$ cat src/rtl/bp_fe_icache_cce_responder.sv
// ---------------------------------------------------------------------------
// bp_fe_icache_cce_responder
//
// Minimal CCE-side responder for a single FE I-cache LCE. It accepts one
// miss (cached) or uncached load request, reads the line or dword from
// memory, and returns the data to the LCE as a data_and_tag or uc_data
// command. After a cached fill it waits for the LCE coherence ack before
// taking the next request, so at most one transaction is ever in flight.
//
// Optional feature macro: BP_FE_CCE_ACK_TIMEOUT_EN
//   defined   : WAIT_ACK gives up after ack_timeout_p cycles, sets the sticky
//               error_o and returns to IDLE.
//   undefined : WAIT_ACK waits indefinitely and error_o is tied low.
//
// Ports
//   clk_i, reset_n_i          clock, asynchronous active-low reset
//   cce_id_i                  this CCE's id (static), echoed on lce_cmd_src_o
//   lce_req_*                 incoming miss / uncached request (valid/ready)
//   mem_cmd_*                 memory read command (valid/ready)
//   mem_resp_*                memory read data (valid/yumi)
//   lce_cmd_*                 fill / uncached data command to LCE (valid/ready)
//   lce_resp_*                LCE responses, only coh_ack is meaningful (valid/yumi)
//   busy_o                    transaction in progress (FSM not IDLE)
//   error_o                   sticky ack-timeout flag
// ---------------------------------------------------------------------------
module bp_fe_icache_cce_responder #(
    parameter int paddr_width_p  = 40,
    parameter int block_width_p  = 512,
    parameter int dword_width_p  = 64,
    parameter int lce_id_width_p = 4,
    parameter int cce_id_width_p = 4,
    parameter int lce_assoc_p    = 8,
    parameter int ack_timeout_p  = 1024,
    localparam int way_w = (lce_assoc_p > 1) ? $clog2(lce_assoc_p) : 1
) (
    input  logic                      clk_i,
    input  logic                      reset_n_i,
    input  logic [cce_id_width_p-1:0] cce_id_i,

    input  logic                      lce_req_v_i,
    output logic                      lce_req_ready_o,
    input  logic [paddr_width_p-1:0]  lce_req_addr_i,
    input  logic                      lce_req_uc_i,
    input  logic [lce_id_width_p-1:0] lce_req_src_i,
    input  logic [way_w-1:0]          lce_req_way_i,

    output logic                      mem_cmd_v_o,
    input  logic                      mem_cmd_ready_i,
    output logic [paddr_width_p-1:0]  mem_cmd_addr_o,
    output logic                      mem_cmd_uc_o,

    input  logic                      mem_resp_v_i,
    output logic                      mem_resp_yumi_o,
    input  logic [block_width_p-1:0]  mem_resp_data_i,

    output logic                      lce_cmd_v_o,
    input  logic                      lce_cmd_ready_i,
    output logic [1:0]                lce_cmd_type_o,
    output logic [lce_id_width_p-1:0] lce_cmd_dst_o,
    output logic [cce_id_width_p-1:0] lce_cmd_src_o,
    output logic [way_w-1:0]          lce_cmd_way_o,
    output logic [paddr_width_p-1:0]  lce_cmd_addr_o,
    output logic [block_width_p-1:0]  lce_cmd_data_o,

    input  logic                      lce_resp_v_i,
    output logic                      lce_resp_yumi_o,
    input  logic [1:0]                lce_resp_type_i,

    output logic                      busy_o,
    output logic                      error_o
);

    localparam int offset_w = $clog2(block_width_p / 8);
    localparam int cnt_w    = $clog2(ack_timeout_p + 1);
    localparam logic [paddr_width_p-1:0] line_mask =
        {{(paddr_width_p - offset_w){1'b1}}, {offset_w{1'b0}}};

    localparam logic [1:0] cmd_data_and_tag = 2'b01;
    localparam logic [1:0] cmd_uc_data      = 2'b10;
    localparam logic [1:0] resp_coh_ack     = 2'b01;

    typedef enum logic [2:0] {
        S_IDLE     = 3'd0,
        S_MEM_CMD  = 3'd1,
        S_MEM_RESP = 3'd2,
        S_LCE_CMD  = 3'd3,
        S_WAIT_ACK = 3'd4
    } state_e;

    state_e                      state_r;
    state_e                      state_nxt_s;
    // run_r is low while reset is asserted and for the first edge after it,
    // which keeps the always-ready/always-yumi outputs at 0 during reset.
    logic                        run_r;
    logic [paddr_width_p-1:0]    addr_r;
    logic                        uc_r;
    logic [lce_id_width_p-1:0]   src_r;
    logic [way_w-1:0]            way_r;
    logic [1:0]                  type_r;
    logic [block_width_p-1:0]    data_r;

    logic                        req_accept_s;
    logic                        resp_take_s;
    logic                        ack_s;
    logic                        timeout_s;
    logic                        ack_entry_s;
    logic [paddr_width_p-1:0]    line_addr_s;
    logic [block_width_p-1:0]    fill_data_s;

    assign line_addr_s = addr_r & line_mask;

    // Uncached responses carry only the low dword; zero-extend it.
    always_comb begin
        fill_data_s = mem_resp_data_i;
        if (uc_r) begin
            fill_data_s = {{(block_width_p - dword_width_p){1'b0}},
                           mem_resp_data_i[dword_width_p-1:0]};
        end else begin
            fill_data_s = mem_resp_data_i;
        end
    end

    // Next-state and handshake decode.
    always_comb begin
        state_nxt_s  = state_r;
        req_accept_s = 1'b0;
        resp_take_s  = 1'b0;
        ack_s        = 1'b0;
        ack_entry_s  = 1'b0;
        case (state_r)
            S_IDLE: begin
                if (run_r && lce_req_v_i) begin
                    req_accept_s = 1'b1;
                    state_nxt_s  = S_MEM_CMD;
                end else begin
                    state_nxt_s  = S_IDLE;
                end
            end
            S_MEM_CMD: begin
                if (mem_cmd_ready_i) begin
                    state_nxt_s = S_MEM_RESP;
                end else begin
                    state_nxt_s = S_MEM_CMD;
                end
            end
            S_MEM_RESP: begin
                if (mem_resp_v_i) begin
                    resp_take_s = 1'b1;
                    state_nxt_s = S_LCE_CMD;
                end else begin
                    state_nxt_s = S_MEM_RESP;
                end
            end
            S_LCE_CMD: begin
                if (lce_cmd_ready_i && uc_r) begin
                    state_nxt_s = S_IDLE;
                end else if (lce_cmd_ready_i) begin
                    ack_entry_s = 1'b1;
                    state_nxt_s = S_WAIT_ACK;
                end else begin
                    state_nxt_s = S_LCE_CMD;
                end
            end
            S_WAIT_ACK: begin
                // Non-ack responses are consumed by yumi but otherwise ignored.
                if (lce_resp_v_i && (lce_resp_type_i == resp_coh_ack)) begin
                    ack_s       = 1'b1;
                    state_nxt_s = S_IDLE;
                end else if (timeout_s) begin
                    state_nxt_s = S_IDLE;
                end else begin
                    state_nxt_s = S_WAIT_ACK;
                end
            end
            default: begin
                state_nxt_s = S_IDLE;
            end
        endcase
    end

    // State register and run qualifier.
    always_ff @(posedge clk_i or negedge reset_n_i) begin
        if (!reset_n_i) begin
            state_r <= S_IDLE;
            run_r   <= 1'b0;
        end else begin
            state_r <= state_nxt_s;
            run_r   <= 1'b1;
        end
    end

    // Request field capture and data latch.
    always_ff @(posedge clk_i or negedge reset_n_i) begin
        if (!reset_n_i) begin
            addr_r <= '0;
            uc_r   <= 1'b0;
            src_r  <= '0;
            way_r  <= '0;
            type_r <= 2'b00;
            data_r <= '0;
        end else begin
            if (req_accept_s) begin
                addr_r <= lce_req_addr_i;
                uc_r   <= lce_req_uc_i;
                src_r  <= lce_req_src_i;
                way_r  <= lce_req_way_i;
                type_r <= lce_req_uc_i ? cmd_uc_data : cmd_data_and_tag;
            end
            if (resp_take_s) begin
                data_r <= fill_data_s;
            end
        end
    end

`ifdef BP_FE_CCE_ACK_TIMEOUT_EN
    logic [cnt_w-1:0] ack_cnt_r;
    logic             error_r;

    // The counter reaches ack_timeout_p on the edge that ends the
    // ack_timeout_p-th WAIT_ACK cycle; that same edge leaves WAIT_ACK.
    assign timeout_s = (state_r == S_WAIT_ACK) && !ack_s &&
                       (ack_cnt_r == cnt_w'(ack_timeout_p - 1));

    // WAIT_ACK cycle counter and sticky timeout flag.
    always_ff @(posedge clk_i or negedge reset_n_i) begin
        if (!reset_n_i) begin
            ack_cnt_r <= '0;
            error_r   <= 1'b0;
        end else begin
            if (ack_entry_s) begin
                ack_cnt_r <= '0;
            end else if (state_r == S_WAIT_ACK) begin
                ack_cnt_r <= ack_cnt_r + cnt_w'(1);
            end
            if (timeout_s) begin
                error_r <= 1'b1;
            end
        end
    end

    assign error_o = error_r;
`else
    logic [cnt_w-1:0] unused_timeout;
    logic             unused_ack_entry;

    assign unused_timeout   = cnt_w'(ack_timeout_p);
    assign unused_ack_entry = ack_entry_s;
    assign timeout_s        = 1'b0;
    assign error_o          = 1'b0;
`endif

    // Outputs decode from registered state and captured fields only,
    // except the yumi signals which must follow their valid inputs.
    assign lce_req_ready_o = run_r && (state_r == S_IDLE);
    assign mem_cmd_v_o     = (state_r == S_MEM_CMD);
    assign mem_cmd_addr_o  = uc_r ? addr_r : line_addr_s;
    assign mem_cmd_uc_o    = uc_r;
    assign mem_resp_yumi_o = mem_resp_v_i && (state_r == S_MEM_RESP);
    assign lce_cmd_v_o     = (state_r == S_LCE_CMD);
    assign lce_cmd_type_o  = type_r;
    assign lce_cmd_dst_o   = src_r;
    assign lce_cmd_src_o   = cce_id_i;
    assign lce_cmd_way_o   = way_r;
    assign lce_cmd_addr_o  = uc_r ? addr_r : line_addr_s;
    assign lce_cmd_data_o  = data_r;
    assign lce_resp_yumi_o = lce_resp_v_i && run_r;
    assign busy_o          = (state_r != S_IDLE);

endmodule
$ cat config.mk
export PLATFORM = sky130hd
export DESIGN_NAME = bp_fe_icache_cce_responder
export DESIGN_NICKNAME = d
export VERILOG_FILES = /design/src/rtl/bp_fe_icache_cce_responder.sv
export SDC_FILE = /design/constraint.sdc
export NUM_CORES = 1
export LEC_CHECK = 0
export BUFFER_PORTS_ARGS = -buffer_cell sky130_fd_sc_hd__buf_2
export CORE_AREA = 10 10 452 454
export DETAILED_ROUTE_END_ITERATION = 8
export DIE_AREA = 0 0 462 464
export SYNTH_ARGS = -nofsm -noshare
export SYNTH_HDL_FRONTEND = slang
export SYNTH_SLANG_ARGS = --single-unit
$ cat constraint.sdc
create_clock -name clk_i -period 1.9 [get_ports clk_i]
set_clock_uncertainty 0.15 [all_clocks]
set_input_delay 0.095 -clock clk_i [delete_from_list [all_inputs] [get_ports clk_i]]
set_output_delay 0.095 -clock clk_i [all_outputs]
set_load 0.01 [all_outputs]
==> results of run 1 <==
==> kinds of logic after synthesis <==
family                 Yosys count
AOI/OAI and AO/OA              451
buffers and inverters          248
DFF                            565
muxes                          114
other                            2
and+or+nand+nor                916
==> power by group <==
part / internal [mW] / switching [mW] / total [mW]
clock: 8.27 / 5.92 / 14.2
sequential: 17.8 / 3.55 / 21.3
combinational: 13.3 / 18.9 / 32.2
==> cells in the final DEF, fill, tap and decap left out, types with 4 or more instances in the layout <==
cell / n
mux2_2: 95
clkbuf_16: 95
bufinv_16: 5
buf_16: 12
nand2b_1: 447
diode_2: 72
inv_6: 4
buf_8: 6
clkinv_2: 9
nand2_1: 451
and2_4: 7
buf_6: 36
buf_2: 1160
clkbuf_1: 16
dlygate4sd3_1: 770
buf_4: 74
clkbuf_8: 10
dfrtp_1: 563
mux2_4: 12
o21ai_0: 343
buf_12: 27
mux2_1: 5
o21ai_1: 105
==> sequential cells by signal (all words and copies together) (netlist names) <==
| signal | count |
|---|---|
| state_r | 3 |
| addr_r | 40 |
| run_r | 1 |
| lce_cmd_type_o | 1 |
| mem_cmd_uc_o | 1 |
| lce_cmd_data_o | 512 |
| lce_cmd_way_o | 3 |
| lce_cmd_dst_o | 4 |
==> layer usage <==
metal / part of all wire (%) / GRT usage, % / routed length (microns) / vias up
li1: - / - / - / 11352
met1: 39 / 17.35 / 68020 / 12265
met2: 46 / 25.07 / 81320 / 1485
met3: 11 / 6.209 / 18610 / 364
met4: 4.5 / 6.398 / 7871 / 70
met5: 0.23 / 0 / 414 / -
==> critical path: cells and delay by family (launching register included) <==
kind / cells / cell delay [ps]
simple gates: 1 / 140
flops: 1 / 560
buf+inv: 3 / 420
==> stage by stage <==
stage / hold slack [ps] / util, %
floorplan: -350.6 / -
global placement: -83.94 / 16.71
detailed placement: -79.33 / 16.71
CTS: 0.03997 / 22.22
global route: 40.08 / 22.69
finish: 40.06 / 22.74
==> worst min path at each step <==
stage                     endpoint  slack (ps)                  from
3_5_place_dp    lce_cmd_data_o[50]         -80             reset_n_i
5_1_grt           lce_cmd_src_o[0]          40           cce_id_i[0]
6_report          lce_cmd_src_o[3]          40           cce_id_i[3]
3_3_place_gp    lce_cmd_data_o[44]         -80             reset_n_i
2_1_floorplan            addr_r[0]        -350             reset_n_i
4_1_cts        lce_cmd_data_o[118]        0.04  mem_resp_data_i[118]
==> layout make-up <==
class,count,share of cell area (%)
antenna,72,0.4072
clock buffer,100,4.632
clock inverter,26,0.7409
inverter,4,0.03959
multi-input combinational,1483,18.73
sequential,565,31.97
tap,2542,7.189
timing repair buffer,2109,36.29
==> timing repair <==
action,4_1_cts,5_1_grt
hold buffers,771,0
hold endpoints to repair,1129,0
pin swaps,3,1
cloned,7,31
endpoints found under the setup margin,18,421
gates resized for setup,114,83
setup buffers,21,11
==> reports/metrics.cfg, run 1 <==
[floorplanning]
start_util_pct=12.20
rows=162
coreArea_sq_um=194600
dieArea_sq_um=214400
die_h_microns=464
ioPinCount=1186
fp.dieW_microns=462

[finish]
post-route-cell-area_sq_um=44240
multi_input_area_sq_um=8287
area_growth_pct=86.38
final_cells=6901
fillers=20869
drive_above_1_share_pct=36.76
seqCellArea_sq_um=14140
final_nets=4809

[routing]
drc_errors=0
routed_wl_mm=176.2
drtIter0Drc=1660
vias=25536
drt_pass1_iterations=7
wire_per_inst_microns=25.54
viasPerCell=3.700
ant_nets=0

[synthesis]
yosysWarningCount=0
ys_seq_area_share_pct=59.56
async_reset_ff_share_pct=100.0
synth_cell_type_count=23
synth_enable_flop_cells=0
yosys_register_bits=565
syn_inst=2296
yosysMostFrequentCell=dfrtp_1
synth_top_family_by_area=simple AND/OR/NAND/NOR gates
synthTopCellsByArea=dfrtp_1, nand2b_1, o21ai_0
synth_top_area_share_pct=59.56
avgSynthCellArea_sq_um=10.34
synth_area_sq_um=23740
postSynthNetCount=2869
yosysTopAreaCell=dfrtp_1
synthAdderAreaFrac_pct=0
synth_xor_area_share_pct=0
synth-compound-area-share_pct=9.524
synth_mux_area_share_pct=5.587
ys.flop_type=dfrtp_1
synthTopCellsByCount=dfrtp_1, nand2_1, nand2b_1
synthSimpleGateAreaFrac_pct=19.41

[grt]
grt_overflow=0
grt_usage_pct=15.23
grt_max_degree=73
grt_antenna_before_repair=163
grt_pass1_wl_mm=226.7
grt_pass1_vias=26444

[clocking]
clk_pin_slew_worst_paths_ps=60
cts_tree=yes
clock_latency_ps=680
clock_sinks=565
cts-buffers-inserted=73
cts_root_buf=clkbuf_16
clockBufferDepth=3
h-tree-depth=3

[power_and_ir_drop]
static-leakage-power_nw=21.17
vdd_drop_max_uv=891.5
p_per_area_nw_per_um2=1531
total_power_mw=67.75

[critical_path]
critPathMaxStageDelay_ps=560
critPathArrivalTime_ps=1790
crit_chain=buf_12 > buf_16 > and2_4 > buf_6
path_class=reg2out
critPathCapture=mem_cmd_addr_o[2]
rr_endpoint=lce_cmd_data_o[222]
crit_path_start_kind=flip-flop
critical-path-slowest-cell=dfrtp_4
critPathMaxFanout=6
crit_path_start=mem_cmd_uc_o
required_ps=1650
reg2reg_depth=6
rrSetupSlack_ps=-50
worstReg2RegStart=mem_cmd_uc_o
cp-end-kind=output pin

[sta]
final_max_slew_viol_count=0
finalSetupViolCount=20
setup_slack_ps=-134.9
rsz0062_at_grt=true
finalSetupTns_ps=-1026
clock.fmax_mhz=491.4
post-route-min-period_ps=2035
post-route-period-util_pct=107.1
finalHoldViolCount=0

[place]
port_buffers=1176
post_dp_cell_area_sq_um=32520
pre_cts_slack_ps=85.05
routabilityCongestion=0.9230
dpl.hpwl_mm=135.9
dp.cells=5865

[run_status]
status=complete, but fails checks
violations=setup timing

[min_path]
holdCritPathClass=in2out
holdPathStages=0

[flow_run]
drv_cap=0

No activity file was read; power rests on OpenSTA's default activity.
==> run 2: changes to the inputs <==
ABC_AREA = 1   (was not set)
CORE_AREA = 10 10 454 456   (was 10 10 452 454)
DIE_AREA = 0 0 464 466   (was 0 0 462 464)
==> run 2 against run 1 <==
  * The flow still finishes with violations (setup timing)
  * Critical path depth up 4
  * Area after synthesis shrank 4.6%
  * Synthesized cell count rose by 11%
  * Via count up 3.3%
  * Clock power grew 4%
  * Critical path type is now reg2reg
  * Critical endpoint is now lce_cmd_data_o[314]
  * Largest power group unchanged
==> reports/metrics.cfg, run 2 <==
[grt]
grt_pass1_wl_mm=224.0
grt_pass1_vias=26438
grt_overflow=0
grt_max_degree=109
grt_usage_pct=14.73
grt_antenna_before_repair=203

[critical_path]
critPathArrivalTime_ps=2380
required_ps=2340
crit_chain=inv_2 > nand3_4 > buf_12 > buf_4 > buf_12 > buf_16 > nand2_1 > o21ai_1
crit_family=buffers and inverters
cp_common_cell=buf_12
path_class=reg2reg
critPathMaxFanout=31
crit_path_start_kind=flip-flop
critPathMaxStageDelay_ps=440
path_buf_inv=5
cp-end-kind=flip-flop
critical-path-slowest-cell=dfrtp_1

[floorplanning]
fp.dieW_microns=464
ioPinCount=1186
rows=163
coreArea_sq_um=196600
die_h_microns=466
dieArea_sq_um=216200
start_util_pct=11.52

[finish]
final_cells=7192
area_growth_pct=87.02
largest_register_ffs=512
layout_common_cells=nand2_1, buf_2, dlygate4sd3_1
post-route-cell-area_sq_um=42370
final_nets=4989
fillers=21473
layout_commonest_cell=nand2_1
drive_above_1_share_pct=31.77

[power_and_ir_drop]
p_per_area_nw_per_um2=1511
p_sw_share_pct=43.00
total_power_mw=64.02
combPwrFrac_pct=44.1
power_frac_clock_pct=23.0
internal_power_mw=36.49
seq_power_share_pct=32.8
vdd_drop_max_uv=767.6
switchingPower_mw=27.53
static-leakage-power_nw=21.35

[clocking]
clk_pin_slew_worst_paths_ps=60
cts_root_buf=clkbuf_16
cts_tree=yes
clock_latency_ps=670
cts-buffers-inserted=72
clock_sinks=565
clockBufferDepth=3
h-tree-depth=3

[synthesis]
synth_area_sq_um=22660
syn_inst=2546
ys.flop_type=dfrtp_1
avgSynthCellArea_sq_um=8.899
yosysTopAreaCell=dfrtp_1
yosysWarningCount=0
synthTopCellsByArea=dfrtp_1, nand2_1, o21ai_1
yosys_register_bits=565
synth_cell_type_count=20
async_reset_ff_share_pct=100.0
ys_seq_area_share_pct=62.40
yosysMostFrequentCell=nand2_1
synthTopCellsByCount=nand2_1, dfrtp_1, o21ai_1
postSynthNetCount=3119
synth_enable_flop_cells=0
synth_top_area_share_pct=62.40

[routing]
viasPerCell=3.667
ant_nets=0
routed_wl_mm=168.8
drt_pass1_iterations=5
drtIter0Drc=2192
vias=26375
wire_per_inst_microns=23.47
drc_errors=0

[place]
port_buffers=1176
routabilityCongestion=0.9209
dp.cells=6205
dpl.hpwl_mm=136.5
pre_cts_slack_ps=54.60
post_dp_cell_area_sq_um=31610

[min_path]
holdCritPathClass=in2out

[sta]
rsz0062_at_grt=true
finalHoldViolCount=0
relSlewSlack_pct=55.48
worst_pin_slew_ps=667.9
post-route-period-util_pct=102.1
post-route-min-period_ps=1940
final_max_slew_viol_count=0
setup_slack_ps=-39.64
finalSetupViolCount=55
clock.fmax_mhz=515.6

[run_status]
status=complete, but fails checks
violations=setup timing

[flow_run]
drv_cap=0

[run 2: cell types whose count changed in the layout (fill, tap and decap cells not counted), moves of 17 or more]
cell / previous run / this run
mux2_2: 95 / 0
clkbuf_16: 95 / 78
nand2b_1: 447 / 0
o21ai_0: 343 / 195
buf_6: 36 / 10
nand2_1: 451 / 1244
o21ai_1: 105 / 256
[run 2: kinds of logic after synthesis]
family	after synthesis	synth area share (%)
AND/OR/NAND/NOR	1259	20.96
other	2	0.03315
buffers and inverters	269	6.638
AO/OA/AOI/OAI	451	9.962
flip-flops	565	62.40
[run 2: layer usage]
metal  track usage, %  share of wire [%]  vias to the layer above
met5                0               0.47                        -
met4            4.487                3.4                      122
met3            7.869                 13                      329
met2            22.90                 44                     1521
met1            17.45                 39                    12561
li1                 -                  -                    11842
[run 2: stage by stage]
step	setup TNS (ps)	hold slack [ps]	util, %
2_1_floorplan	0	-350.6	-
3_3_place_gp	0	-168.0	16.08
3_5_place_dp	0	-170.6	16.08
4_1_cts	-2117	0.04735	21.32
5_1_grt	-13750	19.44	21.49
6_report	-884.6	40.02	21.55
[run 2: area by class of cell]
class | count | area (sq um) | share of cell area [%]
diodes | 79 | 197.7 | 0.4665
clock buffers | 98 | 2019 | 4.766
clock inverters | 33 | 510.5 | 1.205
inverters | 16 | 98.84 | 0.2333
multi-input cells | 1712 | 7071 | 16.69
flip-flops and latches | 565 | 14140 | 33.37
well taps | 2640 | 3303 | 7.795
repair buffers | 2049 | 15030 | 35.48
[run 2: path summary, 6_finish.rpt]
kind	startpoint	end	slack, ps	cells after the start
setup reg to reg	state_r[0]	lce_cmd_data_o[314]	-40	8
setup / recovery	state_r[0]	lce_cmd_data_o[314]	-40	8
min in group asynchronous	reset_n_i	lce_cmd_data_o[158]	450	4
max in group asynchronous	reset_n_i	lce_cmd_data_o[318]	320	6
hold reg to reg	lce_cmd_way_o[0]	lce_cmd_way_o[0]	330	2
hold / removal	cce_id_i[2]	lce_cmd_src_o[2]	40	0
[run 2: worst register-to-register path, cell delays in order, from the launching register on]
cell and delay (ps):
dfrtp_1 440, inv_2 100, nand3_4 100, buf_12 140
buf_4 270, buf_12 240, buf_16 250, nand2_1 70
o21ai_1 100
[run 2: repair_timing]
| action | 4_1_cts | 5_1_grt |
|---|---|---|
| buffers inserted | 8 | 5 |
| hold buffers | 760 | 0 |
| pin swaps | 2 | 3 |
| hold endpoints to repair | 1129 | 0 |
| gates cloned | 0 | 6 |
| resized for setup | 21 | 19 |
| setup endpoints to repair | 16 | 239 |
[run 2: power by group through the flow]
stage	clock (mW)	sequential [mW]	combinational, mW
6_report	14.7	21.0	28.3
5_1_grt	15.7	21.6	30.7
4_1_cts	15.3	20.9	28.3
3_5_place_dp	0	20.9	26.5
3_3_place_gp	0	20.8	26.3
2_1_floorplan	0	23.0	9.93
